$ cat src/rtl/pong_defs.sv
// Shared game-control definitions: state encodings, score width, winner codes.
// Read by the score keeper, the text overlay and the ball logic.
package pong_defs;

  localparam int SCORE_W = 4;

  typedef enum logic [1:0] {
    ST_IDLE  = 2'd0,
    ST_SERVE = 2'd1,
    ST_PLAY  = 2'd2,
    ST_OVER  = 2'd3
  } state_t;

  localparam logic [1:0] WINNER_NONE = 2'b00;
  localparam logic [1:0] WINNER_P1   = 2'b01;
  localparam logic [1:0] WINNER_P2   = 2'b10;

endpackage

$ cat src/rtl/btn_debounce.sv
// Start-button conditioning: 2-FF synchroniser, frame-paced debounce,
// and a single-cycle pulse on the debounced rising edge.
module btn_debounce #(
  parameter int DEB_FRAMES = 3
) (
  input  logic CLK,
  input  logic RST_N,
  input  logic frame_tick,
  input  logic btn_raw,
  output logic press
);

  localparam int DC_W = $clog2(DEB_FRAMES + 1);
  localparam logic [DC_W-1:0] DEB_N = DC_W'(DEB_FRAMES);

  logic [1:0]      sync;
  logic            cand;
  logic            deb;
  logic [DC_W-1:0] cnt;
  logic            stable;

  assign stable = (cnt == DEB_N);

  // Any change of the synchronised level restarts the stability count.
  always_ff @(posedge CLK or negedge RST_N) begin
    if (!RST_N) begin
      sync  <= 2'b00;
      cand  <= 1'b0;
      deb   <= 1'b0;
      cnt   <= '0;
      press <= 1'b0;
    end else begin
      sync  <= {sync[0], btn_raw};
      press <= stable && cand && !deb;
      if (stable)
        deb <= cand;
      if (sync[1] != cand) begin
        cand <= sync[1];
        cnt  <= '0;
      end else if (frame_tick && !stable) begin
        cnt <= cnt + 1'b1;
      end
    end
  end

endmodule

$ cat src/rtl/pong_score_keeper.sv
// Game-control stage: owns game state and both scores, and drives the
// overlay's score digits, start-prompt enable and the ball motion enable.
module pong_score_keeper
  import pong_defs::*;
#(
  parameter int WIN_SCORE    = 7,
  parameter int DEB_FRAMES   = 3,
  parameter int SERVE_FRAMES = 60
) (
  input  logic               CLK,
  input  logic               RST_N,
  input  logic               frame_tick,
  input  logic               start_btn,
  input  logic               p1_miss,
  input  logic               p2_miss,
  output logic [SCORE_W-1:0] p1_score,
  output logic [SCORE_W-1:0] p2_score,
  output logic               start_screen,
  output logic               play_en,
  output logic               serve,
  output logic [1:0]         winner
);

  localparam int SC_W = $clog2(SERVE_FRAMES + 1);
  localparam logic [SC_W-1:0]    SC_LAST = SC_W'(SERVE_FRAMES - 1);
  localparam logic [SCORE_W-1:0] WIN     = SCORE_W'(WIN_SCORE);

  state_t             state;
  logic [SC_W-1:0]    srv_cnt;
  logic               press;
  logic [SCORE_W-1:0] p1_next;
  logic [SCORE_W-1:0] p2_next;

  assign p1_next = p1_score + 1'b1;
  assign p2_next = p2_score + 1'b1;

  btn_debounce #(
    .DEB_FRAMES(DEB_FRAMES)
  ) u_deb (
    .CLK       (CLK),
    .RST_N     (RST_N),
    .frame_tick(frame_tick),
    .btn_raw   (start_btn),
    .press     (press)
  );

  always_ff @(posedge CLK or negedge RST_N) begin
    if (!RST_N) begin
      state        <= ST_IDLE;
      srv_cnt      <= '0;
      p1_score     <= '0;
      p2_score     <= '0;
      start_screen <= 1'b1;
      play_en      <= 1'b0;
      serve        <= 1'b0;
      winner       <= WINNER_NONE;
    end else begin
      serve <= 1'b0;
      unique case (state)
        ST_IDLE: begin
          if (press) begin
            state        <= ST_SERVE;
            srv_cnt      <= '0;
            p1_score     <= '0;
            p2_score     <= '0;
            start_screen <= 1'b0;
          end
        end
        ST_SERVE: begin
          if (frame_tick) begin
            if (srv_cnt == SC_LAST) begin
              state   <= ST_PLAY;
              play_en <= 1'b1;
              serve   <= 1'b1;
            end else begin
              srv_cnt <= srv_cnt + 1'b1;
            end
          end
        end
        ST_PLAY: begin
          // Simultaneous misses replay the point without scoring.
          if (p1_miss || p2_miss) begin
            play_en <= 1'b0;
            srv_cnt <= '0;
            state   <= ST_SERVE;
            if (p1_miss && !p2_miss) begin
              p2_score <= p2_next;
              if (p2_next == WIN) begin
                state  <= ST_OVER;
                winner <= WINNER_P2;
              end
            end else if (p2_miss && !p1_miss) begin
              p1_score <= p1_next;
              if (p1_next == WIN) begin
                state  <= ST_OVER;
                winner <= WINNER_P1;
              end
            end
          end
        end
        ST_OVER: begin
          if (press) begin
            state        <= ST_IDLE;
            winner       <= WINNER_NONE;
            start_screen <= 1'b1;
          end
        end
        default: state <= ST_IDLE;
      endcase
    end
  end

endmodule
$ cat config.mk
export PLATFORM = sky130hd
export DESIGN_NAME = pong_score_keeper
export DESIGN_NICKNAME = d
export VERILOG_FILES = /design/src/rtl/pong_defs.sv /design/src/rtl/btn_debounce.sv /design/src/rtl/pong_score_keeper.sv
export SDC_FILE = /design/constraint.sdc
export NUM_CORES = 1
export LEC_CHECK = 0
export ABC_AREA = 1
export CORE_UTILIZATION = 25
export CTS_BUF_LIST = sky130_fd_sc_hd__clkbuf_16
export DETAILED_ROUTE_END_ITERATION = 10
export PLACE_DENSITY = 0.51
export SLEW_MARGIN = 20
export SYNTH_ARGS = -nofsm -noshare
export SYNTH_HDL_FRONTEND = slang
export SYNTH_SLANG_ARGS = --single-unit
$ cat constraint.sdc
create_clock -name CLK -period 2.8 [get_ports CLK]
set_clock_uncertainty 0.15 [all_clocks]
set_input_delay 0.28 -clock CLK [delete_from_list [all_inputs] [get_ports CLK]]
set_output_delay 0.28 -clock CLK [all_outputs]
set_load 0.005 [all_outputs]
-- Yosys cells after proc, flatten, opt, wreduce, memory -nomap -nowiden
Cells that the tools add are included.
- reduce and logical (&&, ||, !) cells: 24
- $add $sub $neg: 4
- multiplexer cells: 41
- equality and inequality tests: 20
- operators by type and width (kind ; number):
    two-way mux 2 bit ; 16
    two-way mux 4 bit ; 6
    two-way mux 6 bit ; 4
    one-hot mux 6 bit (3 select lines) ; 1
    one-hot mux 4 bit (2 select lines) ; 2
    AND reduction 5 bit ; 3
    != test 2 bit, second input constant ; 7
    nonzero test 2 bit ; 5
    != test 3 bit, second input constant ; 3
    adder 4 x 1 -> 4 bit, second input constant ; 2
    equality test 4 x 3 -> 1 bit, second input constant ; 2
    two-way mux 1 bit ; 8
    one-hot mux 2 bit (4 select lines) ; 1
    AND reduction 4 bit ; 2
    adder 6 x 1 -> 6 bit, second input constant ; 1
    equality test 2 bit, second input constant ; 3
    equality test 6 bit, second input constant ; 1
    AND reduction 6 bit ; 1
    logical AND 1 bit ; 5
    zero test 1 bit ; 4
    != test 2 x 1 -> 1 bit, second input constant ; 2
    one-hot mux 1 bit (2 select lines) ; 2
    one-hot mux 2 bit (2 select lines) ; 1
    AND reduction 3 bit ; 1
    other kinds (6) ; 6
- register bits after elaboration: 28
- word-level logic and storage cells: 102
- output and inout bits: 13
- bits of input ports: 6

-- Depth between registers and ports, before layout
- depth after elaboration: 7
- mapped depth: 11
- depth with buffers taken out: 11

-- By module
From an unflattened synthesis, not the netlist that was laid out.
- cell total of the unflattened synthesis: 199
- area total of the unflattened synthesis: 1610.3 um^2
- modules (own cells, without submodules) (module ; cells an instance ; area an instance (um^2) ; sequential area each (um^2) ; times used):
    pong_score_keeper ; 170 ; 1336.3 ; 526.8 ; 1
    btn_debounce ; 29 ; 274.0 ; 175.2 ; 1

-- Worst setup path before layout
No wires, ideal clock.
- path type: reg-to-reg
- start point: register p1_score[0]
- end point: register winner[0]
- library setup time: 0.121 ns
- arrival: 1.237 ns
- data required time: 2.529 ns
- buffers on the path: 0
- period minus slack after synthesis: 1.508 ns
- stages on the path, launching flop included: 10
- slack: 1.292 ns
- cells stage by stage: dfrtp_1 ha_1 nand2_1 nand2_1 nor2_1 nand2_1 nand3_1 nand3_1 nand2_1 o21ai_1
- longest elaborated chain between the ends: 4
- RTL lines (element ; line ; RTL):
    from (decl) ; pong_score_keeper.sv:16 ; output logic [SCORE_W-1:0] p1_score,
    from (signal assigned) ; pong_score_keeper.sv:93 ; p1_score <= p1_next;
    adder 4 x 1 -> 4 bit ; pong_score_keeper.sv:34 ; assign p1_next = p1_score + 1'b1;
    equality test 4 x 3 -> 1 bit ; pong_score_keeper.sv:94 ; if (p1_next == WIN) begin
    != test 3 bit (no source line) ; - ;
    AND reduction 6 bit (no source line) ; - ;
    to (signal assigned) ; pong_score_keeper.sv:90 ; winner <= WINNER_P2;
    to (signal assigned) ; pong_score_keeper.sv:96 ; winner <= WINNER_P1;
    to (signal assigned) ; pong_score_keeper.sv:104 ; winner <= WINNER_NONE;
    to (decl) ; pong_score_keeper.sv:21 ; output logic [1:0] winner
No other way between the ends.
A chain may end at the register's enable or synchronous reset.

-- Worst setup path in the final report
- start point: input port p1_miss
- end point: register srv_cnt[5]
- longest elaborated chain between the ends: 3
- RTL lines (element ; line ; RTL):
    from (decl) ; pong_score_keeper.sv:14 ; input logic p1_miss,
    logical OR 1 bit ; pong_score_keeper.sv:82 ; if (p1_miss || p2_miss) begin
    != test 2 bit (no source line) ; - ;
    AND reduction 5 bit (no source line) ; - ;
    to (signal assigned) ; pong_score_keeper.sv:76 ; srv_cnt <= srv_cnt + 1'b1;
    to (decl) ; pong_score_keeper.sv:29 ; logic [SC_W-1:0] srv_cnt;
No other way between the ends.

==> summary.md <==
| Metric | Value |
|---|---|
| Setup TNS | `0 ns` |
| Core ar. | `5990 um^2` |
| Post-CTS sizing | `0` |
| Setup violators final | `0` |
| Layout area overhead | `22.8%` |
| R2R setup slack | `about 1.1 ns` |
| Max clock buf depth | `2` |
| First-pass GRT wire length | `approximately 5.4 mm` |
| CP Capture Type | `flip-flop` |
| Fmax | `between 0.5 and 0.6 GHz` |
| Drt first pass iters | `4` |
| Worst path max stage delay | `0.48 ns` |
| Post-DP HPWL | `roughly 2.2 mm` |
| Max Cap Viol | `0` |
| Worst r2r dst | `winner[1]` |
| R2R depth | `9` |
| WP data required | `between 2 and 3 ns` |
| Number of nets in the layout | `roughly 220` |
| GRT overflow | `0` |
| Max FO, Critical Path | `7` |
| Postcts setup bufs | `0` |
| Tmin final | `about 1.8 ns` |
| Vias in the first global route | `approximately 1200` |
| Total clock sinks | `28` |
| Vias per cell | `approximately 4.3` |
| Routed WL | `2.90 mm` |
| Hold_buf cts | `0` |
| Register area | `~700 um^2` |
| Leak | `around 0.90 nW` |
| Via Count | `between 1000 and 1500` |
| R2R Path Start | `p1_score[0]` |
| Worst path cell trace | `clkdlybuf4s50_1 -> inv_1 -> ha_1 -> o21ai_0 -> nand2_4 -> nor2_8 -> nand4_1 -> o21ai_1` |
| Fraction of layout cells with a size suffix above 1 | `0.166` |
| Routed Antenna Nets | `0` |
| Fillers | `between 600 and 700` |
| Ant. Diodes | `0` |
| CP Data Arrival Time | `1.83 ns` |
| Most common cell after layout, fill and taps aside | `nand2_1` |
| Crit path kind | `primary input to flip-flop` |
| Gate count after technology mapping | `~180` |
| Die span in y | `81.2 um` |
| Max H-tree Level | `1` |
| Clock Pin Slew Worst Setup and Hold Paths | `about 0.07 ns` |
| Commonest cells after routing, fill and taps aside | `40 x nand2_1, 27 x dfrtp_1, 18 x clkdlybuf4s50_1` |
| Synth cell types | `28` |
| Die area | `6590 um^2` |
| Worst Hold Class | `flip-flop to flip-flop` |
| Pre-CTS setup slack | `~0.74 ns` |
| PD cells | `~860 nW/um^2` |
| Post-synthesis register bit count | `28` |
| Setup crit start | `p1_miss` |
| IO Pins | `19` |
| Initial Utilization | `0.261` |
| Die width | `81.2 um` |
| RSZ-0062 raised after global routing | `no` |
| Mapped Area | `1570 um^2` |
| Register area share after synthesis | `0.448` |
| Multi-input gate area | `around 740 um^2` |
| # port buffers | `18` |
| Tot GR Track Use | `0.105` |
| Syn nets | `between 150 and 200` |
| Cell row count | `28` |
| Rel. slew slack | `0.759` |
| Hold Violations, Final | `0` |
| Antenna violations before repair | `0` |
| Clock Tree Root | `clkbuf_16` |
| Slowest CP cell | `clkdlybuf4s50_1` |
| Routability congestion estimate | `slightly below 0.8` |
| Initial DRC Count | `45` |
| CTS tree | `done` |
| Synth Warn # | `0` |
| CP endpoint | `srv_cnt[5]` |
| DR WL/cell | `slightly above 10 um` |
| Clock Latency Late Sink | `between 0.2 and 0.3 ns` |
| Final Slew Violations | `0` |
| Worst Max-Slew Pin Slew | `0.361 ns` |
| Max VDD drop | `about 0.31 mV` |
| DRC viols | `0` |
| Largest net degree at the start of global routing | `29` |
| Period utilization | `0.637` |
| Inserted Clock Buffers | `3` |
| Nature of the critical path startpoint | `primary input` |
| Outcome | `completed` |
| Final WS setup | `1.02 ns` |
| Mapped Avg Cell Area | `approximately 8.6 um^2` |
-- state kept, by name, summed over array words and instances, names as in the netlist --
name and count:
srv_cnt 6, start_screen 1, p1_score 4, state 2, serve 1, u_deb.press 1, u_deb.cand 1, u_deb.cnt 2
play_en 1, u_deb.sync 2, p2_score 4, u_deb.deb 1, winner 2
-- area by class of cell --
cell class	instances	area share
Clock buffer	3	0.0390
Multi-Input combinational cell	123	0.387
Sequential cell	28	0.365
Tap cell	75	0.0488
Inverter	31	0.0605
Clock inverter	1	0.00195
Timing Repair Buffer	19	0.0976
-- kinds of logic after synthesis --
kind of cell | synth area share
simple gates | 0.264
fa+ha+maj | 0.0719
compound gates | 0.117
flops | 0.448
buf+inv | 0.0767
xor+xnor | 0.0224
-- power by group --
part           switching, mW  leakage [nW]  internal (mW)  total (mW)
registers              0.128         0.361          0.520       0.648
clock network          0.134        0.0423          0.191       0.326
logic                  0.375         0.494          0.302       0.677
-- metal layers --
layer	GRT usage	share of wire	wire [um]
met1	0.129	0.49	1410
met2	0.179	0.47	1360
met3	0.0270	0.033	96
met4	0.0321	0.0086	25
met5	0	0	0
-- how the worst min path moves through the flow --
stage	cells past startpoint	end	startpoint
after floorplan	0	p1_score[0]	RST_N
after global placement	0	u_deb.sync[1]	u_deb.sync[0]
after detailed placement	0	u_deb.sync[1]	u_deb.sync[0]
after CTS	0	u_deb.sync[1]	u_deb.sync[0]
after global routing	0	u_deb.sync[1]	u_deb.sync[0]
final	0	u_deb.sync[1]	u_deb.sync[0]
-- metrics by stage --
stage               cells   util  total power [mW]  hold slack, ns  area, um^2
finish                280  0.321              1.65           0.203        1920
global route          280  0.321              1.81           0.217        1920
CTS                   280  0.321              1.67           0.206        1920
detailed placement    276  0.308              1.34           0.190        1840
global placement      276  0.308              1.33           0.182        1840
floorplan             183      -              1.09          -0.166        1570
-- synth_stat cells --
library cell,instances,area (um^2)
ha_1,9,113
inv_1,16,60.1
o21ai_1,15,75.1
nor2_1,12,45.0
xnor2_1,1,8.76
nand2_4,1,11.3
nand2_1,40,150
nand4_1,6,37.5
or2_4,1,8.76
nand3_1,10,50.1
dfrtp_1,27,676
a21oi_4,1,16.3
clkbuf_1,1,3.75
o22ai_1,4,25.0
clkinv_1,2,7.51
nor2_8,2,40.0
nor2_4,3,33.8
a21oi_1,2,10.0
dfstp_2,1,26.3
nand2_2,1,6.26
o21ai_4,1,16.3
xor2_1,3,26.3
or2_2,2,12.5
o21ai_0,4,20.0
inv_2,13,48.8
o31ai_1,1,7.51
o22ai_2,1,12.5
nor2_2,3,18.8
-- worst max-delay path: cells and delay by family --
family / cells / cell delay (ns)
buffers and inverters: 2 / 0.55
adder cells (fa/ha/maj): 1 / 0.23
AND/OR/NAND/NOR: 3 / 0.37
AO/OA/AOI/OAI: 2 / 0.38
Power figures use the tool's default switching activity.
